File: src/rtl/mvm_result_drain.sv
// Result drain for the MVM: captures y on the falling edge of isAcc, requantizes
// each word to NUM_BIT signed (round + saturate) and streams it out over valid/ready.
module mvm_result_drain #(
  parameter int NUM_BIT = 8,
  parameter int DIM     = 8,
  parameter int SHIFT   = 4
) (
  input  logic                         i_clk_drain,
  input  logic                         i_rst_drain,
  input  logic [DIM-1:0][NUM_BIT+7:0]  i_y_vector,
  input  logic                         i_isAcc,
  output logic                         o_valid,
  input  logic                         i_ready,
  output logic [NUM_BIT-1:0]           o_data,
  output logic [$clog2(DIM)-1:0]       o_idx,
  output logic                         o_last,
  output logic                         o_sat,
  output logic                         o_busy,
  output logic                         o_done,
  output logic                         o_overrun
);

  localparam int IW    = NUM_BIT + 8;
  localparam int EW    = NUM_BIT + 9;
  localparam int IDX_W = $clog2(DIM);

  localparam logic signed [EW-1:0] HALF  = EW'(1) << (SHIFT - 1);
  localparam logic signed [EW-1:0] MAX_V = EW'((2 ** (NUM_BIT - 1)) - 1);
  localparam logic signed [EW-1:0] MIN_V = ~MAX_V;

  typedef enum logic {IDLE, STREAM} state_t;

  state_t                 state_q, state_n;
  logic [IDX_W-1:0]       idx_q, idx_n;
  logic                   isacc_d;
  logic                   overrun_q, overrun_n;
  logic                   done_q;
  logic [DIM-1:0][IW-1:0] buf_q;

  logic cap, xfer, idx_last, load;

  logic [IW-1:0]          word;
  logic signed [EW-1:0]   ext, rnd, shr;
  logic [NUM_BIT-1:0]     q_word;
  logic                   sat;

  assign cap      = isacc_d & ~i_isAcc;
  assign xfer     = (state_q == STREAM) & i_ready;
  assign idx_last = (idx_q == IDX_W'(DIM - 1));

  always_ff @(posedge i_clk_drain) begin
    if (i_rst_drain) begin
      state_q   <= IDLE;
      idx_q     <= '0;
      isacc_d   <= 1'b0;
      overrun_q <= 1'b0;
      done_q    <= 1'b0;
    end else begin
      state_q   <= state_n;
      idx_q     <= idx_n;
      isacc_d   <= i_isAcc;
      overrun_q <= overrun_n;
      done_q    <= xfer & idx_last;
    end
  end

  // Buffer needs no reset: it is only ever read while streaming after a load.
  always_ff @(posedge i_clk_drain) begin
    if (load) begin
      buf_q <= i_y_vector;
    end
  end

  // A capture coinciding with the final transfer chains straight into a new stream.
  always_comb begin
    state_n   = state_q;
    idx_n     = idx_q;
    overrun_n = overrun_q;
    load      = 1'b0;
    unique case (state_q)
      IDLE: begin
        if (cap) begin
          state_n = STREAM;
          idx_n   = '0;
          load    = 1'b1;
        end
      end
      STREAM: begin
        if (xfer && idx_last) begin
          idx_n = '0;
          if (cap) begin
            load = 1'b1;
          end else begin
            state_n = IDLE;
          end
        end else begin
          if (xfer) begin
            idx_n = idx_q + 1'b1;
          end
          if (cap) begin
            overrun_n = 1'b1;
          end
        end
      end
      default: state_n = IDLE;
    endcase
  end

  always_comb begin
    word   = buf_q[idx_q];
    ext    = {word[IW-1], word};
    rnd    = ext + HALF;
    shr    = rnd >>> SHIFT;
    q_word = shr[NUM_BIT-1:0];
    sat    = 1'b0;
    if (shr > MAX_V) begin
      q_word = MAX_V[NUM_BIT-1:0];
      sat    = 1'b1;
    end else if (shr < MIN_V) begin
      q_word = MIN_V[NUM_BIT-1:0];
      sat    = 1'b1;
    end
  end

  // Word-level outputs are forced to zero outside STREAM so reset leaves everything low.
  assign o_valid   = (state_q == STREAM);
  assign o_busy    = (state_q == STREAM);
  assign o_idx     = idx_q;
  assign o_last    = o_valid & idx_last;
  assign o_data    = o_valid ? q_word : '0;
  assign o_sat     = o_valid & sat;
  assign o_done    = done_q;
  assign o_overrun = overrun_q;

endmodule

File: config.mk
export PLATFORM = sky130hd
export DESIGN_NAME = mvm_result_drain
export DESIGN_NICKNAME = d
export VERILOG_FILES = /design/src/rtl/mvm_result_drain.sv
export SDC_FILE = /design/constraint.sdc
export NUM_CORES = 1
export LEC_CHECK = 0
export ABC_AREA = 1
export CAP_MARGIN = 20
export CORE_ASPECT_RATIO = 1.5
export CORE_MARGIN = 10
export CORE_UTILIZATION = 35
export CTS_CLUSTER_SIZE = 8
export DETAILED_ROUTE_END_ITERATION = 6
export PLACE_DENSITY_LB_ADDON = 0.2
export SLEW_MARGIN = 20
export SYNTH_ARGS = -nofsm -noshare
export SYNTH_HDL_FRONTEND = slang
export SYNTH_SLANG_ARGS = --single-unit
export TNS_END_PERCENT = 50
File: constraint.sdc
create_clock -name i_clk_drain -period 9.5 [get_ports i_clk_drain]
set_clock_uncertainty 0.1 [all_clocks]
set_input_delay 1.9 -clock i_clk_drain [delete_from_list [all_inputs] [get_ports i_clk_drain]]
set_output_delay 1.9 -clock i_clk_drain [all_outputs]
set_load 0.02 [all_outputs]
* Word level (Yosys, flattened, before mapping)
Cells that the tools add are included.
W data, S select, Z words.
** Word-level totals
- Register bits :: 135
- Logic and storage cells :: 48
- Input bits :: 132
- Output and inout port bits :: 17
** Operators by class
- $add $sub $neg :: 2
- Multiplexer cells :: 16
- $lt $le $gt $ge :: 3
- Equal/unequal tests :: 3
- Reduce and logical (&&, ||, !) cells :: 3
- Bitwise operators :: 8
** Operators by type and width (number)
- $bmux W16 S3 :: 1
- $mux W8 :: 3
- $add A16 B5 Y17 const B :: 1
- $mux W16 :: 1
- $gt A13 B8 Y1 const B :: 1
- $lt A13 B8 Y1 const B :: 1
- $mux W3 :: 3
- $pmux W3 S2 :: 1
- $and A1 B1 Y1 :: 5
- $mux W1 :: 5
- $lt A3 B4 Y1 const B :: 1
- $pmux W1 S2 :: 2
- $add A3 B1 Y3 const B :: 1
- $eq A3 B3 Y1 const B :: 1
- $ne A3 B1 Y1 const B :: 1
- $not A1 Y1 :: 3
- $reduce_and A3 Y1 :: 1
- $ne A2 B2 Y1 const B :: 1
- $reduce_and A2 Y1 :: 1
- $logic_and A1 B1 Y1 :: 1

* Longest topological paths before layout
Gate-level depths: netlist of run 1.
- Depth after elaboration :: 7
- Mapped depth :: 19
- Depth with buffers taken out :: 17

* Least setup slack after synthesis of run 1
Ideal clock, no wire load.
- Kind :: in2reg
- Start point :: in i_isAcc
- End point :: reg buf_q[100] (netlist name) (enable)
- Library setup time :: 568 ps
- Data required time :: 8832 ps
- Data arrival time :: 6345 ps
- Path buffers :: 0
- Stages :: 3
- Setup slack :: 2487 ps
- Path through :: inv_1 nand2_1 nor2_1
** On the way
- Word-level cells in the longest chain between the ends :: 5
** Ends and longest elaborated chain
- start, declared :: line 11 : input logic i_isAcc,
- $not A1 Y1 * :: line 47 : assign cap = isacc_d & ~i_isAcc;
- $and A1 B1 Y1 * :: line 47
- $mux W1 * :: line 82, 91
- $mux W1 :: line 89 : if (xfer && idx_last) begin
- $pmux W1 S2 * :: line 80 : unique case (state_q)
- net load :: line 40 : logic cap, xfer, idx_last, load;
- end signal, assigned :: line 70 : buf_q <= i_y_vector;
- end, declared :: line 38 : logic [DIM-1:0][IW-1:0] buf_q;
Mark *: on every way through the listed nets, which the timed path passes. The rest lies on a longest branch.
A chain may end at the register's enable or synchronous reset.

* Worst setup path after layout of run 1
- Start point :: reg idx_q[1] (netlist: o_idx[1])
- End point :: out o_data[3]
** On the way
- Word-level cells in the longest chain between the ends :: 7
- Elaborated cells between the ends (all ways) :: 8
- Those cells by class :: 1 x add/sub; 2 x order compare; 5 x mux
** Ends and longest elaborated chain
- start, declared :: line 34 : logic [IDX_W-1:0] idx_q, idx_n;
- start signal, assigned :: line 60 : idx_q <= idx_n;
- $bmux W16 S3 * :: line 110 : word = buf_q[idx_q];
- $mux W16 (not written as such) * :: line 110
- $add A16 B5 Y17 * :: line 112 : rnd = ext + HALF;
- $lt A13 B8 Y1 :: line 119 : end else if (shr < MIN_V) begin
- $mux W8 :: line 119
- $mux W8 * :: line 116 : if (shr > MAX_V) begin
- $mux W8 * :: line 130 : assign o_data = o_valid ? q_word : '0;
- end, declared :: line 14 : output logic [NUM_BIT-1:0] o_data,
Mark *: on every way between the ends. The rest lies on a longest branch, timed or not. The select of a mux whose other input is x is not followed.

==> impl_metrics.json, run 1 <==
{
  "power.leakage_uw": 0.002924,
  "worstMarginPinSlew_ns": 0.8810,
  "grt-ovfl-total": 0,
  "first_global_vias": 4200,
  "totalWireLength_mm": 12.96,
  "post_cts.repair.setup_buffers": 0,
  "core_mm2": 0.01466,
  "vias_per_cell": 4.510,
  "dieHeight_um": 170.4,
  "status": "complete, no violations",
  "cp_top_family": "simple AND/OR/NAND/NOR gates",
  "whs_endpoint": "o_overrun$_SDFFE_PP0P_",
  "hold_viol": 0,
  "grt_antenna_before_repair": 0,
  "pin_count": 149,
  "nets": 809,
  "die_area_mm2": 0.02048,
  "hold_depth": 2,
  "combPwrFrac": 0.104,
  "clock_path_buffers": 2,
  "p_per_area_mw_per_mm2": 150.9,
  "ys_warn_count": 0,
  "wl_per_cell_um": 14.81,
  "netlist_area_mm2": 0.005275,
  "finalSetupTns_ns": 0,
  "synth_area_leaders": "edfxtp_1, nand2_1, inv_1",
  "insertion_delay_ns": 0.35,
  "timing.fmax_mhz": 169.8,
  "ys_ff_latch": 111,
  "crit_buf_inv": 3,
  "gp_congestion": 0.7505,
  "area_growth_pct": 32.26,
  "cts_tree": "done",
  "io_buffer_count": 124,
  "max_stage_delay_ns": 0.80,
  "hpwl_mm": 9.306,
  "postRouteAntennaNets": 0,
  "drive_above_1_share": 0.07216,
  "crit_path_frequent_cell": "nand2_1",
  "num_vias": 3946,
  "async_flop_share": 0,
  "slew_violations": 0,
  "ir_worst_vdd_mv": 0.09387,
  "clk_pin_slew_worst_paths_ns": 0.07,
  "fp-row-count": 54,
  "synth_top_cell_area_share": 0.5920,
  "pre_cts_ws_ns": 3.930,
  "clkPwrFrac": 0.369,
  "clock-sinks": 111,
  "setup_slack_ns": 3.612,
  "grt_start_max_net_pins": 65,
  "synthCells": 555,
  "p_sw_uw": 236.3,
  "grt_pass1_wl_mm": 20.91,
  "synth.distinct_cells": 32,
  "synth_top_cells_by_count": "nand2_1, edfxtp_1, inv_1",
  "setup.worst_path.class": "flop to primary output",
  "drt_pass1_iterations": 4,
  "synthFlopType": "edfxtp_1",
  "crit_arrival_ns": 3.89,
  "htree_num_levels": 3,
  "p_int_uw": 816.4,
  "crit_chain": "inv_4 -> nor2_1 -> o21ai_1 -> nand3_1 -> nand2_2 -> inv_1 -> ha_1 -> nand2_1 -> nor2_1 -> nand3_1 -> nand2_1 -> nand2_1 -> nor2_1 -> nand3_1 -> nand2_4 -> nand2_1 -> a21oi_2 -> clkdlybuf4s50_1",
  "synth_area_leader_cell": "edfxtp_1",
  "die_x_um": 120.2,
  "period_share": 0.6198,
  "r2r_start": "o_idx[1]$_SDFFE_PP0P_",
  "swShare": 0.2245,
  "regToRegSetupSlack_ns": 5.89,
  "power.share.sequential": 0.526,
  "cts-root-buf": "clkbuf_16",
  "yosysMostFrequentCell": "nand2_1",
  "r2r.worst_path.cells": 7,
  "diodes": 0,
  "post-route-min-period_ns": 5.889,
  "synth_edf_count": 104,
  "synth_area_per_cell_um2": 9.505,
  "hold_start": "o_overrun$_SDFFE_PP0P_",
  "max_slew_margin": 0.4118,
  "syn_nets": 690,
  "crit_path_start_kind": "flop",
  "drtIter0Drc": 175,
  "cp-end-kind": "primary output",
  "postCtsHoldBufs": 0,
  "hold_path_class": "flop to flop",
  "track_usage": 0.1292,
  "initial_core_util": 0.3598,
  "critical_path.max_fanout": 26,
  "drv_cap": 0,
  "crit_path_top_delay_cell": "dfxtp_1",
  "finalSetupViolations": 0,
  "seq_area_frac_synth": 0.6186,
  "worst_r2r_endpoint": "buf_q[63]$_DFFE_PP_",
  "numCtsBuffers": 9,
  "critical_path_required_ns": 7.50,
  "cts.repair.resized": 0,
  "rsz0062_at_grt": "false",
  "drc": 0
}
## power groups by stage
| stage | Clock, uW | Combinational (uW) | Sequential (uW) |
|---|---|---|---|
| detailed placement | 0 | 111 | 565 |
| floorplan | 0 | 49.6 | 567 |
| global placement | 0 | 108 | 565 |
| CTS | 400 | 111 | 554 |
| finish | 389 | 110 | 554 |
| global route | 421 | 122 | 555 |
## cell families (layout without fill, tap and decap cells)
kind of cell | Yosys count | after routing | synth area share
and+or+nand+nor | 292 | 292 | 0.2336
xor gates and xnor gates | 7 | 7 | 0.01162
DFF | 111 | 111 | 0.6186
AOI/OAI and AO/OA | 29 | 29 | 0.03487
adders and majority gates | 3 | 3 | 0.007117
buffers and inverters | 113 | 237 | 0.09417
## flip-flops by register name, indices dropped and copies added (netlist names)
register / cells
o_busy: 1
o_idx: 3
o_done: 1
o_overrun: 1
buf_q: 104
isacc_d: 1
## layer usage
metal,track usage,vias up,share of wire
met3,0.03080,15,0.048
met4,0.03947,0,0.013
li1,-,2001,-
met1,0.1397,1834,0.40
met2,0.2414,96,0.54
met5,0,-,0
## cell type report
cell class / instances / area [um^2]
inverters: 92 / 347.8
fillers: 1410 / 7685
flip-flops and latches: 111 / 3264
clock buffers: 9 / 225.2
well taps: 196 / 245.2
multi-input cells: 331 / 1523
repair buffers: 129 / 1291
clock inverters: 7 / 80.08
## worst register-to-register path, delay by kind of cell, from the launching register on
kind | cells | cell delay [ns]
adder cells (fa/ha/maj) | 2 | 0.44
buffers and inverters | 3 | 1.31
AO/OA/AOI/OAI | 1 | 0.15
AND/OR/NAND/NOR | 1 | 0.38
flip-flops | 1 | 0.80
## worst max path at each step
stage,end,slack (ns),start,cells after the start
2_1_floorplan,buf_q[100]$_DFFE_PP_,2.49,i_isAcc,3
3_3_place_gp,o_data[4],3.97,o_idx[1]$_SDFFE_PP0P_,18
3_5_place_dp,o_data[3],3.93,o_idx[1]$_SDFFE_PP0P_,18
4_1_cts,o_data[3],3.52,o_idx[1]$_SDFFE_PP0P_,18
5_1_grt,o_data[3],3.17,o_idx[1]$_SDFFE_PP0P_,18
6_report,o_data[3],3.61,o_idx[1]$_SDFFE_PP0P_,18
## metrics by stage
stage	area [um^2]	std cells	hold WS (ns)	power, uW	util
after floorplan	5275	555	0.4551	616.8	-
after global placement	6651	858	0.3834	673.3	0.4537
after detailed placement	6651	858	0.4023	676.0	0.4537
after CTS	6957	874	0.4197	1065	0.4745
after global routing	6977	875	0.4552	1098	0.4758
final	6977	875	0.4178	1053	0.4758
## cells in the final DEF, fill, tap and decap left out, types with 2 or more instances in the layout
master / netlist / layout
clkdlybuf4s50_1: 0 / 124
ha_1: 3 / 3
o21ai_0: 6 / 6
xnor2_1: 2 / 2
nand2_4: 2 / 2
inv_2: 2 / 2
o21ai_1: 5 / 5
nor2_1: 32 / 31
inv_1: 88 / 88
nand3_1: 50 / 50
o22ai_1: 2 / 2
nor2_4: 2 / 3
edfxtp_1: 104 / 104
clkinv_4: 0 / 2
a21oi_2: 8 / 8
buf_4: 4 / 4
dfxtp_1: 7 / 6
clkbuf_16: 0 / 9
nor2_2: 2 / 2
a21oi_1: 6 / 6
nand4_1: 2 / 2
nand2_1: 192 / 192
xor2_1: 5 / 5
nand2_2: 6 / 6
Note: power is estimated with default switching activity, not from simulation.
==> run 2: changes to the inputs <==
Clock period 9.5 ns to 5.43 ns, I/O delays scaled along.
==> run 2 against run 1 <==
Compared with the run above:
- first-iteration DRC count down 11%
- clock-buffer cell count unchanged
- worst setup slack worse by 3.0 ns
- combinational power rose by 74%
- flip-flop and latch count unchanged
- critical path depth up 1
- cell area grew 0.29%
- critical path type unchanged
==> impl_metrics.json, run 2 (same netlist as run 1, synthesis figures left out) <==
{
  "status": "complete, no violations",
  "cts.repair.resized": 0,
  "crit_arrival_ns": 3.62,
  "track_usage": 0.1286,
  "largest_register": "buf_q",
  "hold_path_class": "flop to flop",
  "finalSetupTns_ns": 0,
  "final_cell_mix": "nand2_1, clkdlybuf4s50_1, edfxtp_1",
  "crit_path_start_kind": "flop",
  "power.share.sequential": 0.525,
  "postRouteAntennaNets": 0,
  "hold_depth": 2,
  "fill_cells": 1434,
  "period_share": 0.8857,
  "swShare": 0.2244,
  "post-route-min-period_ns": 4.809,
  "drv_cap": 0,
  "die_x_um": 120.2,
  "max_slew_margin": 0.5202,
  "ir_worst_vdd_mv": 0.1806,
  "hold_viol": 0,
  "gp_congestion": 0.7453,
  "wl_per_cell_um": 14.66,
  "totalWireLength_mm": 12.87,
  "clk_pin_slew_worst_paths_ns": 0.08,
  "drc": 0,
  "p_int_uw": 1433,
  "clkPwrFrac": 0.372,
  "mostFrequentLayoutCell": "nand2_1",
  "post_cts.repair.setup_buffers": 0,
  "grt_antenna_before_repair": 0,
  "grt_start_max_net_pins": 58,
  "postCtsHoldBufs": 0,
  "rsz0062_at_grt": "false",
  "dieHeight_um": 170.4,
  "critical_path_required_ns": 4.24,
  "htree_num_levels": 3,
  "combPwrFrac": 0.103,
  "grt-ovfl-total": 0,
  "hpwl_mm": 9.428,
  "cp-end-kind": "primary output",
  "pin_count": 149,
  "slew_violations": 0,
  "num_vias": 3907,
  "timing.fmax_mhz": 207.9,
  "cts_tree": "done",
  "cts-root-buf": "clkbuf_16",
  "drtIter0Drc": 155,
  "place_area_mm2": 0.006683,
  "finalSetupViolations": 0,
  "power.leakage_uw": 0.002942,
  "drive_above_1_share": 0.07771,
  "p_per_area_mw_per_mm2": 264.1,
  "numCtsBuffers": 9,
  "core_mm2": 0.01466,
  "r2r.worst_path.cells": 6,
  "clock_path_buffers": 2,
  "io_buffer_count": 124,
  "fp-row-count": 54,
  "p_sw_uw": 414.5,
  "grt_pass1_wl_mm": 20.91,
  "stdcell_area_mm2": 0.006997,
  "area_growth_pct": 32.64,
  "worstMarginPinSlew_ns": 0.7187,
  "drt_pass1_iterations": 4,
  "vias_per_cell": 4.450,
  "first_global_vias": 4183,
  "diodes": 0,
  "insertion_delay_ns": 0.34,
  "die_area_mm2": 0.02048,
  "largest_reg_flops": 104,
  "clock-sinks": 111,
  "nets": 812,
  "initial_core_util": 0.3598,
  "critical_path.max_fanout": 57,
  "setup.worst_path.class": "flop to primary output"
}
## run 2: per-layer routing
layer  vias up  track usage  share of wire
li1       2004            -              -
met1      1810       0.1422           0.41
met2        81       0.2375           0.54
met3        12      0.02915          0.034
met4         0      0.03947          0.015
met5         -            0              0
## run 2: layout make-up
type | count | area, um^2 | share of cell area
Multi-Input combinational cell | 331 | 1523 | 0.2176
Inverter | 92 | 347.8 | 0.04971
Clock inverter | 7 | 88.84 | 0.01270
Sequential cell | 111 | 3266 | 0.4667
Timing Repair Buffer | 132 | 1301 | 0.1860
Clock buffer | 9 | 225.2 | 0.03219
Tap cell | 196 | 245.2 | 0.03505
## run 2: final timing paths
path | startpoint | endpoint | slack [ns]
hold reg to reg | o_overrun$_SDFFE_PP0P_ | o_overrun$_SDFFE_PP0P_ | 0.40
hold / removal | o_overrun$_SDFFE_PP0P_ | o_overrun$_SDFFE_PP0P_ | 0.40
setup reg to reg | o_idx[0]$_SDFFE_PP0P_ | buf_q[106]$_DFFE_PP_ | 2.72
setup / recovery | o_idx[0]$_SDFFE_PP0P_ | o_data[0] | 0.62
## run 2: through the flow
| stage | setup slack (ns) | utilization | total power (uW) | hold slack (ns) | cells |
|---|---|---|---|---|---|
| after detailed placement | 0.9627 | 0.4558 | 1183 | 0.3886 | 862 |
| after global placement | 0.9672 | 0.4558 | 1179 | 0.3871 | 862 |
| after floorplan | 0.9543 | - | 1077 | 0.4673 | 555 |
| after CTS | 0.5790 | 0.4772 | 1872 | 0.4064 | 878 |
| final | 0.6205 | 0.4772 | 1848 | 0.4004 | 878 |
| after global routing | 0.1904 | 0.4772 | 1926 | 0.4267 | 878 |
## run 2: power groups by stage
stage / Clock (uW) / Sequential (uW) / Combinational [uW]
2_1_floorplan: 0 / 991 / 86.9
3_3_place_gp: 0 / 988 / 190
3_5_place_dp: 0 / 989 / 194
4_1_cts: 708 / 969 / 195
5_1_grt: 743 / 971 / 212
6_report: 687 / 969 / 191
## run 2: critical path, cell delays in order (launching register included)
cell,delay (ns)
dfxtp_2,0.33
buf_4,0.48
nor2_1,0.10
nor2_1,0.10
o21ai_1,0.07
nand3_1,0.14
nand2_2,0.09
inv_1,0.06
ha_1,0.20
nand2_1,0.08
nor2_1,0.18
nand3_1,0.10
nand2_1,0.06
nand2_1,0.06
nor2_1,0.10
nand3_1,0.12
nand2_4,0.13
nand2_1,0.07
a21oi_2,0.12
clkdlybuf4s50_1,0.64
==> run 3: changes to the inputs <==
--- a/config.mk
+++ b/config.mk
@@ -12,3 +12,2 @@
 export CORE_UTILIZATION = 35
-export CTS_CLUSTER_SIZE = 8
 export DETAILED_ROUTE_END_ITERATION = 6
--- a/constraint.sdc
+++ b/constraint.sdc
@@ -4,2 +4,2 @@
 set_output_delay 1.086 -clock i_clk_drain [all_outputs]
-set_load 0.02 [all_outputs]
+set_load 0.005 [all_outputs]
==> run 3 against run 2 <==
Compared with the run above:
- non-clock buffer count rose by 2
- clock-buffer cell count did not move
- largest cell class unchanged
- critical endpoint is now o_data[4]
- fmax rose by 3.9%
- die area did not move
- core utilization fell by 0.14 points
- worst setup slack improved by 0.18 ns
- wire length rose by 0.41%
- highest routed layer unchanged
- global-route usage rose by 0.080 points
- combinational power barely moved
- clock power fell by 8.4%
==> impl_metrics.json, run 3 (same netlist as run 1, synthesis figures left out) <==
{
  "post-route-min-period_ns": 4.630,
  "combPwrFrac": 0.105,
  "initial_core_util": 0.3598,
  "drt_pass1_iterations": 4,
  "p_sw_uw": 403.7,
  "p_per_area_mw_per_mm2": 256.0,
  "crit_path_start_kind": "flop",
  "busiest_layer": "met2",
  "drv_cap": 0,
  "num_vias": 3874,
  "worst_r2r_endpoint": "buf_q[122]$_DFFE_PP_",
  "critical_path.max_fanout": 44,
  "die_x_um": 120.2,
  "p_int_uw": 1382,
  "largest_register": "buf_q",
  "track_usage": 0.1294,
  "finalSetupViolations": 0,
  "die_area_mm2": 0.02048,
  "drive_above_1_share": 0.07749,
  "post_cts.repair.setup_buffers": 0,
  "place_area_mm2": 0.006698,
  "drtIter0Drc": 199,
  "grtUsageMet2": 0.2414,
  "crit_path_top_delay_cell": "clkdlybuf4s50_1",
  "hold_start": "o_overrun$_SDFFE_PP0P_",
  "total_power_uw": 1786,
  "vias_per_cell": 4.402,
  "numCtsBuffers": 9,
  "whs_endpoint": "o_overrun$_SDFFE_PP0P_",
  "max_stage_delay_ns": 0.54,
  "mostFrequentLayoutCell": "nand2_1",
  "cts-root-buf": "clkbuf_16",
  "fin_cells": 880,
  "grt_use_met1": 0.1367,
  "swShare": 0.2260,
  "r2r.worst_path.cells": 6,
  "area_growth_pct": 32.26,
  "cts_tree": "done",
  "grt-ovfl-total": 0,
  "first_global_vias": 4166,
  "htree_num_levels": 3,
  "grt_pass1_wl_mm": 20.78,
  "max_slew_margin": 0.5267,
  "fp-row-count": 54,
  "crit_chain": "buf_4 -> nor2_1 -> nor2_1 -> o21ai_0 -> nand3_1 -> nand2_2 -> inv_1 -> ha_1 -> nand2_1 -> nor2_1 -> nand3_1 -> nand2_1 -> nand2_1 -> nor2_1 -> nand3_1 -> nand2_4 -> nand2_1 -> a21oi_2 -> clkdlybuf4s50_1",
  "insertion_delay_ns": 0.35,
  "gp_congestion": 0.7664,
  "pin_count": 149,
  "hold_viol": 0,
  "postRouteAntennaNets": 0,
  "dieHeight_um": 170.4,
  "setup.worst_path.class": "flop to primary output",
  "finalSetupTns_ns": 0,
  "clkPwrFrac": 0.352,
  "diodes": 0,
  "drc": 0,
  "grt_antenna_before_repair": 0,
  "largest_reg_flops": 104,
  "timing.fmax_mhz": 216.0,
  "final_cell_mix": "nand2_1, clkdlybuf4s50_1, edfxtp_1",
  "hpwl_mm": 9.637,
  "io_buffer_count": 124,
  "clock_path_buffers": 2,
  "critical_path_required_ns": 4.24,
  "hold_path_class": "flop to flop",
  "stdcell_area_mm2": 0.006977,
  "crit_arrival_ns": 3.44,
  "power.leakage_uw": 0.002934,
  "power.share.sequential": 0.542,
  "clock-sinks": 111,
  "hold_depth": 2,
  "totalWireLength_mm": 12.92,
  "wl_per_cell_um": 14.69,
  "r2r_start": "o_idx[0]$_SDFFE_PP0P_",
  "regToRegSetupSlack_ns": 2.84,
  "dp_cells": 864,
  "rsz0062_at_grt": "false",
  "core_mm2": 0.01466,
  "cts.repair.resized": 0,
  "nets": 814,
  "period_share": 0.8527,
  "status": "complete, no violations",
  "ir_worst_vdd_mv": 0.1314,
  "slew_violations": 0,
  "worstMarginPinSlew_ns": 0.7100,
  "met3_usage": 0.03147,
  "postCtsHoldBufs": 0,
  "cp-end-kind": "primary output",
  "grt_start_max_net_pins": 58,
  "clk_pin_slew_worst_paths_ns": 0.07
}
==> run 3: cell count changes in the layout (fill, tap and decap cells not counted), sizes merged <==
cell    previous run  this run
buf                8        10
bufinv             1         0
inv               94        95
==> run 3: power by group through the flow <==
stage               Clock, uW  Sequential [uW]  Combinational [uW]
floorplan                   0              990                83.2
global placement            0              988                 187
detailed placement          0              989                 191
CTS                       657              969                 192
global route              685              971                 209
finish                    629              969                 188
==> run 3: worst max-delay path by stage <==
stage | start | slack (ns) | end | depth (start not counted)
3_5_place_dp | o_idx[0]$_SDFFE_PP0P_ | 1.12 | o_data[4] | 19
2_1_floorplan | i_isAcc | 0.95 | buf_q[100]$_DFFE_PP_ | 3
4_1_cts | o_idx[0]$_SDFFE_PP0P_ | 0.73 | o_data[4] | 19
3_3_place_gp | o_idx[0]$_SDFFE_PP0P_ | 1.18 | o_data[4] | 19
5_1_grt | o_idx[0]$_SDFFE_PP0P_ | 0.40 | o_data[4] | 19
6_report | o_idx[0]$_SDFFE_PP0P_ | 0.80 | o_data[4] | 19
==> run 3: per-stage QoR <==
stage	utilization	worst slack [ns]	hold slack (ns)
final	0.4758	0.7999	0.4022
after global routing	0.4758	0.3974	0.4534
after CTS	0.4758	0.7255	0.4068
after detailed placement	0.4568	1.124	0.3895
after global placement	0.4568	1.183	0.3756
after floorplan	-	0.9543	0.3604
==> run 3: area by class of cell <==
cell class | instances | area (um^2)
Fill cell | 1428 | 7685
Sequential cell | 111 | 3266
Multi-Input combinational cell | 331 | 1523
Timing Repair Buffer | 134 | 1316
Inverter | 92 | 347.8
Tap cell | 196 | 245.2
Clock buffer | 9 | 225.2
Clock inverter | 7 | 53.80
==> run 3: worst max-delay path, delay by kind of cell (launching register included) <==
kind                       cells  cell delay (ns)
AOI/OAI and AO/OA              2             0.20
buffers and inverters          3             1.04
adders and majority gates      1             0.20
and+or+nand+nor               13             1.29
DFF                            1             0.33
==> run 3: metal layers <==
layer  vias to the layer above  share of wire  wire length [um]
li1                       2007              -                 -
met2                        89           0.54              7026
met4                         0          0.015               195
met3                        16          0.048               618
met1                      1762           0.39              5084
met5                         -              0                 0
